$ cat config.mk
export PLATFORM = sky130hd
export DESIGN_NAME = id_stage_pipe
export DESIGN_NICKNAME = d
export VERILOG_FILES = /design/src/rtl/riscv_pkg.sv /design/src/rtl/id_stage_pipe_imm_gen.sv /design/src/rtl/id_stage_pipe.sv
export SDC_FILE = /design/constraint.sdc
export NUM_CORES = 1
export LEC_CHECK = 0
export ABC_CLOCK_PERIOD_IN_PS = 11600
export CORE_AREA = 10 10 135 137
export DETAILED_ROUTE_END_ITERATION = 10
export DIE_AREA = 0 0 145 147
export DONT_BUFFER_PORTS = 1
export PLACE_DENSITY_LB_ADDON = 0.25
export SYNTH_ARGS = -nofsm -noshare
export SYNTH_HDL_FRONTEND = slang
export SYNTH_SLANG_ARGS = --single-unit
$ cat constraint.sdc
create_clock -name clk -period 11.6 [get_ports clk]
set_clock_uncertainty 0.15 [all_clocks]
set_input_delay 0.58 -clock clk [delete_from_list [all_inputs] [get_ports clk]]
set_output_delay 0.58 -clock clk [all_outputs]
set_load 0.05 [all_outputs]
$ cat src/rtl/riscv_pkg.sv
// Shared decode definitions for the RV32I decode stage: base opcodes,
// the control-bit bundle carried into EX, and operand-usage helpers.
package riscv_pkg;

  localparam logic [6:0] OP_R      = 7'b0110011;
  localparam logic [6:0] OP_IMM    = 7'b0010011;
  localparam logic [6:0] OP_LOAD   = 7'b0000011;
  localparam logic [6:0] OP_STORE  = 7'b0100011;
  localparam logic [6:0] OP_BRANCH = 7'b1100011;
  localparam logic [6:0] OP_JAL    = 7'b1101111;
  localparam logic [6:0] OP_JALR   = 7'b1100111;
  localparam logic [6:0] OP_LUI    = 7'b0110111;
  localparam logic [6:0] OP_AUIPC  = 7'b0010111;

  typedef struct packed {
    logic regwrite;
    logic memread;
    logic memwrite;
    logic branch;
    logic jump;
    logic jalr;
    logic illegal;
  } ctrl_t;

  // Control bits for an opcode; rd_nz suppresses writes to x0.
  function automatic ctrl_t decode_ctrl(input logic [6:0] opcode, input logic rd_nz);
    ctrl_t c;
    c = '{default: 1'b0};
    case (opcode)
      OP_R, OP_IMM, OP_LUI, OP_AUIPC: c.regwrite = rd_nz;
      OP_LOAD: begin
        c.regwrite = rd_nz;
        c.memread  = 1'b1;
      end
      OP_STORE:  c.memwrite = 1'b1;
      OP_BRANCH: c.branch   = 1'b1;
      OP_JAL: begin
        c.regwrite = rd_nz;
        c.jump     = 1'b1;
      end
      OP_JALR: begin
        c.regwrite = rd_nz;
        c.jump     = 1'b1;
        c.jalr     = 1'b1;
      end
      default: c.illegal = 1'b1;
    endcase
    return c;
  endfunction

  // Formats that read rs1: R, I (ALU, load, JALR), S, B.
  function automatic logic uses_rs1(input logic [6:0] opcode);
    logic u;
    case (opcode)
      OP_R, OP_IMM, OP_LOAD, OP_JALR, OP_STORE, OP_BRANCH: u = 1'b1;
      default: u = 1'b0;
    endcase
    return u;
  endfunction

  // Formats that read rs2: R, S, B.
  function automatic logic uses_rs2(input logic [6:0] opcode);
    logic u;
    case (opcode)
      OP_R, OP_STORE, OP_BRANCH: u = 1'b1;
      default: u = 1'b0;
    endcase
    return u;
  endfunction

endpackage

$ cat src/rtl/id_stage_pipe_imm_gen.sv
// Immediate generator: assembles the format-specific immediate as a 32-bit
// signed value, then sign-extends it to XLEN.
module imm_gen
  import riscv_pkg::*;
#(
  parameter int XLEN = 32
) (
  input  logic [31:0]     instr,
  output logic [XLEN-1:0] imm
);

  logic [31:0] imm32_s;

  // Select the immediate layout from the opcode; R-type and unknown give zero.
  always_comb begin
    imm32_s = 32'h0000_0000;
    case (instr[6:0])
      OP_IMM, OP_LOAD, OP_JALR:
        imm32_s = {{20{instr[31]}}, instr[31:20]};
      OP_STORE:
        imm32_s = {{20{instr[31]}}, instr[31:25], instr[11:7]};
      OP_BRANCH:
        imm32_s = {{19{instr[31]}}, instr[31], instr[7], instr[30:25], instr[11:8], 1'b0};
      OP_LUI, OP_AUIPC:
        imm32_s = {instr[31:12], 12'h000};
      OP_JAL:
        imm32_s = {{11{instr[31]}}, instr[31], instr[19:12], instr[20], instr[30:21], 1'b0};
      default:
        imm32_s = 32'h0000_0000;
    endcase
  end

  generate
    if (XLEN > 32) begin : g_wide
      assign imm = {{(XLEN-32){imm32_s[31]}}, imm32_s};
    end else begin : g_narrow
      assign imm = imm32_s[XLEN-1:0];
    end
  endgenerate

endmodule

$ cat src/rtl/id_stage_pipe.sv
// RV32I decode stage with ID/EX pipeline register. Handles EX back-pressure,
// load-use interlock (bubble insertion with a saturating counter) and flush.
module id_stage_pipe
  import riscv_pkg::*;
#(
  parameter int XLEN        = 32,
  parameter int REG_IDX_W   = 5,
  parameter bit HAZARD_EN   = 1'b1,
  parameter int STALL_CNT_W = 16
) (
  input  logic                   clk,
  input  logic                   reset,
  input  logic                   if_valid,
  input  logic [XLEN-1:0]        if_pc,
  input  logic [31:0]            if_instr,
  output logic                   id_ready,
  input  logic                   flush,
  output logic [REG_IDX_W-1:0]   rs1_idx,
  output logic [REG_IDX_W-1:0]   rs2_idx,
  input  logic [XLEN-1:0]        rs1_data,
  input  logic [XLEN-1:0]        rs2_data,
  input  logic                   ex_ready,
  input  logic [REG_IDX_W-1:0]   ex_rd,
  input  logic                   ex_memread,
  output logic                   id_valid,
  output logic [XLEN-1:0]        id_pc,
  output logic [XLEN-1:0]        id_r1,
  output logic [XLEN-1:0]        id_r2,
  output logic [XLEN-1:0]        id_imm,
  output logic [31:0]            id_instr,
  output logic [REG_IDX_W-1:0]   id_rd,
  output logic [REG_IDX_W-1:0]   id_rs1,
  output logic [REG_IDX_W-1:0]   id_rs2,
  output logic [6:0]             id_opcode,
  output logic [2:0]             id_funct3,
  output logic [6:0]             id_funct7,
  output logic                   id_regwrite,
  output logic                   id_memread,
  output logic                   id_memwrite,
  output logic                   id_branch,
  output logic                   id_jump,
  output logic                   id_jalr,
  output logic                   id_illegal,
  output logic [STALL_CNT_W-1:0] stall_cnt
);

  localparam logic [REG_IDX_W-1:0]   IDX_ZERO = {REG_IDX_W{1'b0}};
  localparam logic [STALL_CNT_W-1:0] CNT_MAX  = {STALL_CNT_W{1'b1}};
  localparam logic [STALL_CNT_W-1:0] CNT_ONE  = {{(STALL_CNT_W-1){1'b0}}, 1'b1};

  logic [6:0]           opcode_s;
  logic [REG_IDX_W-1:0] rd_s;
  logic [XLEN-1:0]      imm_s;
  ctrl_t                ctrl_s;
  logic                 advance_s;
  logic                 hazard_s;

  logic                   id_valid_r;
  ctrl_t                  ctrl_r;
  logic [XLEN-1:0]        id_pc_r;
  logic [XLEN-1:0]        id_r1_r;
  logic [XLEN-1:0]        id_r2_r;
  logic [XLEN-1:0]        id_imm_r;
  logic [31:0]            id_instr_r;
  logic [REG_IDX_W-1:0]   id_rd_r;
  logic [REG_IDX_W-1:0]   id_rs1_r;
  logic [REG_IDX_W-1:0]   id_rs2_r;
  logic [STALL_CNT_W-1:0] stall_cnt_r;

  assign opcode_s = if_instr[6:0];
  assign rd_s     = if_instr[7 +: REG_IDX_W];
  assign rs1_idx  = if_instr[15 +: REG_IDX_W];
  assign rs2_idx  = if_instr[20 +: REG_IDX_W];
  assign ctrl_s   = decode_ctrl(opcode_s, rd_s != IDX_ZERO);

  imm_gen #(.XLEN(XLEN)) u_imm_gen (
    .instr (if_instr),
    .imm   (imm_s)
  );

  // Handshake and load-use interlock: stall when EX's load targets a source we read.
  always_comb begin
    advance_s = !id_valid_r || ex_ready;
    hazard_s  = 1'b0;
    if (HAZARD_EN && ex_memread && (ex_rd != IDX_ZERO)) begin
      hazard_s = (uses_rs1(opcode_s) && (ex_rd == rs1_idx)) ||
                 (uses_rs2(opcode_s) && (ex_rd == rs2_idx));
    end else begin
      hazard_s = 1'b0;
    end
    id_ready = advance_s && !hazard_s && !flush;
  end

  // ID/EX register: flush beats hold, hold beats bubble, bubble beats load.
  always_ff @(posedge clk or posedge reset) begin
    if (reset) begin
      id_valid_r  <= 1'b0;
      ctrl_r      <= '{default: 1'b0};
      id_pc_r     <= {XLEN{1'b0}};
      id_r1_r     <= {XLEN{1'b0}};
      id_r2_r     <= {XLEN{1'b0}};
      id_imm_r    <= {XLEN{1'b0}};
      id_instr_r  <= 32'h0000_0000;
      id_rd_r     <= IDX_ZERO;
      id_rs1_r    <= IDX_ZERO;
      id_rs2_r    <= IDX_ZERO;
      stall_cnt_r <= {STALL_CNT_W{1'b0}};
    end else if (flush) begin
      id_valid_r <= 1'b0;
      ctrl_r     <= '{default: 1'b0};
    end else if (!advance_s) begin
      id_valid_r <= id_valid_r;
    end else if (if_valid && hazard_s) begin
      id_valid_r <= 1'b0;
      ctrl_r     <= '{default: 1'b0};
      if (stall_cnt_r != CNT_MAX) begin
        stall_cnt_r <= stall_cnt_r + CNT_ONE;
      end else begin
        stall_cnt_r <= stall_cnt_r;
      end
    end else if (if_valid) begin
      id_valid_r <= 1'b1;
      ctrl_r     <= ctrl_s;
      id_pc_r    <= if_pc;
      id_r1_r    <= rs1_data;
      id_r2_r    <= rs2_data;
      id_imm_r   <= imm_s;
      id_instr_r <= if_instr;
      id_rd_r    <= rd_s;
      id_rs1_r   <= rs1_idx;
      id_rs2_r   <= rs2_idx;
    end else begin
      id_valid_r <= 1'b0;
      ctrl_r     <= '{default: 1'b0};
    end
  end

  assign id_valid    = id_valid_r;
  assign id_pc       = id_pc_r;
  assign id_r1       = id_r1_r;
  assign id_r2       = id_r2_r;
  assign id_imm      = id_imm_r;
  assign id_instr    = id_instr_r;
  assign id_rd       = id_rd_r;
  assign id_rs1      = id_rs1_r;
  assign id_rs2      = id_rs2_r;
  assign id_opcode   = id_instr_r[6:0];
  assign id_funct3   = id_instr_r[14:12];
  assign id_funct7   = id_instr_r[31:25];
  assign id_regwrite = ctrl_r.regwrite;
  assign id_memread  = ctrl_r.memread;
  assign id_memwrite = ctrl_r.memwrite;
  assign id_branch   = ctrl_r.branch;
  assign id_jump     = ctrl_r.jump;
  assign id_jalr     = ctrl_r.jalr;
  assign id_illegal  = ctrl_r.illegal;
  assign stall_cnt   = stall_cnt_r;

endmodule
==> results.sh <==
export IMPL_critPathMaxFanout=83
export IMPL_fp_dieW_um=145
export IMPL_clock_sinks=184
export IMPL_cp_data_required_time_ps=11760
export IMPL_dr_wl_met3_um=2400
export IMPL_area_growth_pct=4.34
export IMPL_rsz0062_at_grt="false"
export IMPL_maxCapViolCount=0
export IMPL_holdBufCountCts=0
export IMPL_io_pins=366
export IMPL_dieHeight_um=147
export IMPL_cts_buffers=17
export IMPL_grt_usage_pct=19.8
export IMPL_syn_num_nets=736
export IMPL_cts_tree="built"
export IMPL_syn_avg_cell_area_um2=13.6
export IMPL_power_density_nw_per_um2=231
export IMPL_fmaxAchievable_ghz=0.271
export IMPL_gr_total_overflow=0
export IMPL_fin_crit_sh_pct=31.8
export IMPL_slew_headroom_pct=26.6
export IMPL_synth_ff_type="dfrtp_1"
export IMPL_wire_per_inst_um=27.8
export IMPL_wl_met2_um=11000
export IMPL_die_area_um2=21300
export IMPL_drt_iter0_drc=230
export IMPL_crit_path_end_kind="flop"
export IMPL_n_antenna_cell=0
export IMPL_drc=0
export IMPL_placed_area_um2=7900
export IMPL_min_period_ps=3690
export IMPL_outcome="finished clean"
export IMPL_yosys_warnings=0
export IMPL_synth_async_reset_ratio_pct=100
export IMPL_slew_violations=0
export IMPL_grt_pass1_wl_um=32600
export IMPL_ys_ff_latch=184
export IMPL_drt_pass1_iterations=4
export IMPL_m1WireLength_um=7770
export IMPL_wirelength_um=21500
export IMPL_fillers=1299
export IMPL_netlist_area_um2=8130
export IMPL_htreeDepth=4
export IMPL_hold_path_class="primary input to async pin"
export IMPL_finalNetCount=686
export IMPL_place_gp_congestion=0.812
export IMPL_port_buffers=0
export IMPL_grt_antenna_before_repair=1
export IMPL_antenna_left=0
export IMPL_viasPerCell=5.81
export IMPL_cp_arrival_ps=3840
export IMPL_finalSetupViolCount=0
export IMPL_cts_resized=0
export IMPL_synthCells=596
export IMPL_cts_root_buf="clkbuf_16"
export IMPL_drive_above_1_share_pct=31.1
export IMPL_grt_max_degree=96
export IMPL_top_layer="met5"
export IMPL_synthDistinctLibCells=44
export IMPL_seq_area_frac_synth_pct=56.6
export IMPL_synth_edf_count=0
export IMPL_fin_setup_tns_ps=0
export IMPL_reg2reg_slack_ps=7910
export IMPL_max_slew_worst_pin_slew_ps=1100
export IMPL_leakagePower_nw=3.74
export IMPL_ir_worst_vdd_v=0.000110
export IMPL_coreArea_um2=15600
export IMPL_clk_pin_slew_ps=70
export IMPL_insertion_delay_ps=430
export IMPL_rows=46
export IMPL_grt_pass1_vias=4828
export IMPL_crit_type="flop to flop"
export IMPL_route_vias_total=4500
export IMPL_final_area_um2=8480
export IMPL_cts_buffer_depth=2
export IMPL_post_cts_setup_buffers=0
export IMPL_final_hold_violation_count=0
export IMPL_utilization_pct=54.4
export IMPL_dp_hpwl_um=16000
export IMPL_start_util_pct=52.1
export IMPL_critical_path_startpoint_type="flop"
==> routing by layer <==
metal / track usage (%) / vias up
met2: 33.3 / 241
met1: 21.5 / 2283
met5: 0 / -
met4: 6.18 / 2
li1: - / 1948
met3: 9.89 / 26
==> Yosys cell counts, drive strengths merged, types with 2 or more instances <==
| library cell | instances | area share [%] |
|---|---|---|
| xor2 | 8 | 0.86 |
| clkbuf | 6 | 0.28 |
| dfrtp | 184 | 57 |
| a32o | 2 | 0.25 |
| a22o | 5 | 0.54 |
| nand4 | 9 | 0.69 |
| nand2 | 12 | 0.55 |
| nor3 | 4 | 0.25 |
| buf | 68 | 6.3 |
| xnor2 | 17 | 1.8 |
| o21ai | 9 | 0.55 |
| nand3 | 8 | 0.49 |
| nor2b | 9 | 0.69 |
| mux2 | 129 | 21 |
| and4 | 2 | 0.22 |
| nor4 | 4 | 0.31 |
| and2 | 2 | 0.15 |
| and3 | 5 | 0.38 |
| a21oi | 49 | 3.2 |
| nor2 | 36 | 1.8 |
| a31o | 6 | 0.65 |
| a22oi | 4 | 0.37 |
| o41ai | 2 | 0.22 |
| inv | 3 | 0.14 |
==> through the flow <==
stage / hold WS (ps) / power [W] / setup slack, ps / cells
global placement: 498 / 0.00140 / 7700 / 743
CTS: 43.3 / 0.00198 / 7910 / 775
floorplan: 578 / 0.00139 / 5870 / 596
global route: 68.5 / 0.00204 / 7610 / 775
detailed placement: 516 / 0.00141 / 7610 / 743
finish: 19.5 / 0.00196 / 7910 / 775
==> where the power goes <==
group	switching, W	total [W]	leakage (nW)	internal (W)
registers	0.000500	0.00122	2.24	0.000725
logic	0.0000623	0.000169	1.22	0.000107
clock network	0.000263	0.000568	0.284	0.000305
==> flip-flops by register name, indices dropped and copies added (netlist names), 16 cells and up <==
| signal | flops |
|---|---|
| id_imm | 32 |
| stall_cnt | 16 |
| id_r1 | 32 |
| id_r2 | 32 |
| id_instr | 32 |
| id_pc | 32 |
==> cells by family (layout without fill, tap and decap cells) <==
| group | after synthesis | after routing | synth area share, % |
|---|---|---|---|
| DFF | 184 | 184 | 56.6 |
| muxes | 129 | 129 | 21.4 |
| and+or+nand+nor | 96 | 96 | 5.94 |
| AOI/OAI and AO/OA | 84 | 84 | 6.43 |
| buffers and inverters | 77 | 40 | 6.76 |
| xor gates and xnor gates | 25 | 25 | 2.69 |
| adders and majority gates | 1 | 1 | 0.154 |
==> final timing paths <==
path,startpoint,end,cells past startpoint
max in group asynchronous,reset,id_pc[16],2
min in group clk,if_instr[4],id_memread,1
setup / recovery,id_valid,id_r1[16],6
hold reg to reg,id_memread,id_memread,2
hold / removal,reset,id_r1[21],1
setup reg to reg,id_valid,id_r1[16],6
==> layout by cell type, fill, tap and decap left out, types with 2 or more instances in the layout <==
master and count:
buf_4 5, clkinv_4 2, nor2b_1 9, a21oi_1 48
inv_6 6, a22oi_1 4, clkbuf_16 17, a32o_1 2
nand3_1 8, a31o_2 6, and4_1 2, mux2_4 76
mux2_2 53, nor2_1 35, xor2_1 8, inv_8 4
xnor2_1 17, a22o_1 5, o41ai_1 2, dfrtp_1 184
inv_1 2, o21ai_0 8, nand4_1 9, nand2_1 12
nor4_1 4, nor3_1 4, and2_1 2, and3_1 5
==> critical path: stages (launching register included) <==
cell,delay [ps]
dfrtp_1,570
nor2b_1,250
nor2_1,80
nand2_1,180
nor2_4,900
buf_4,910
mux2_2,420
==> area by class of cell <==
cell class / instances / area (µm²) / area share [%]
sequential: 184 / 4600 / 54.3
clock inverter: 14 / 149 / 1.76
tap: 216 / 270 / 3.19
inverter: 3 / 16.3 / 0.192
clock buffer: 18 / 429 / 5.06
multi-input combinational: 335 / 2980 / 35.1
timing repair buffer: 5 / 37.5 / 0.443
Note: power is estimated with default switching activity, not from simulation.
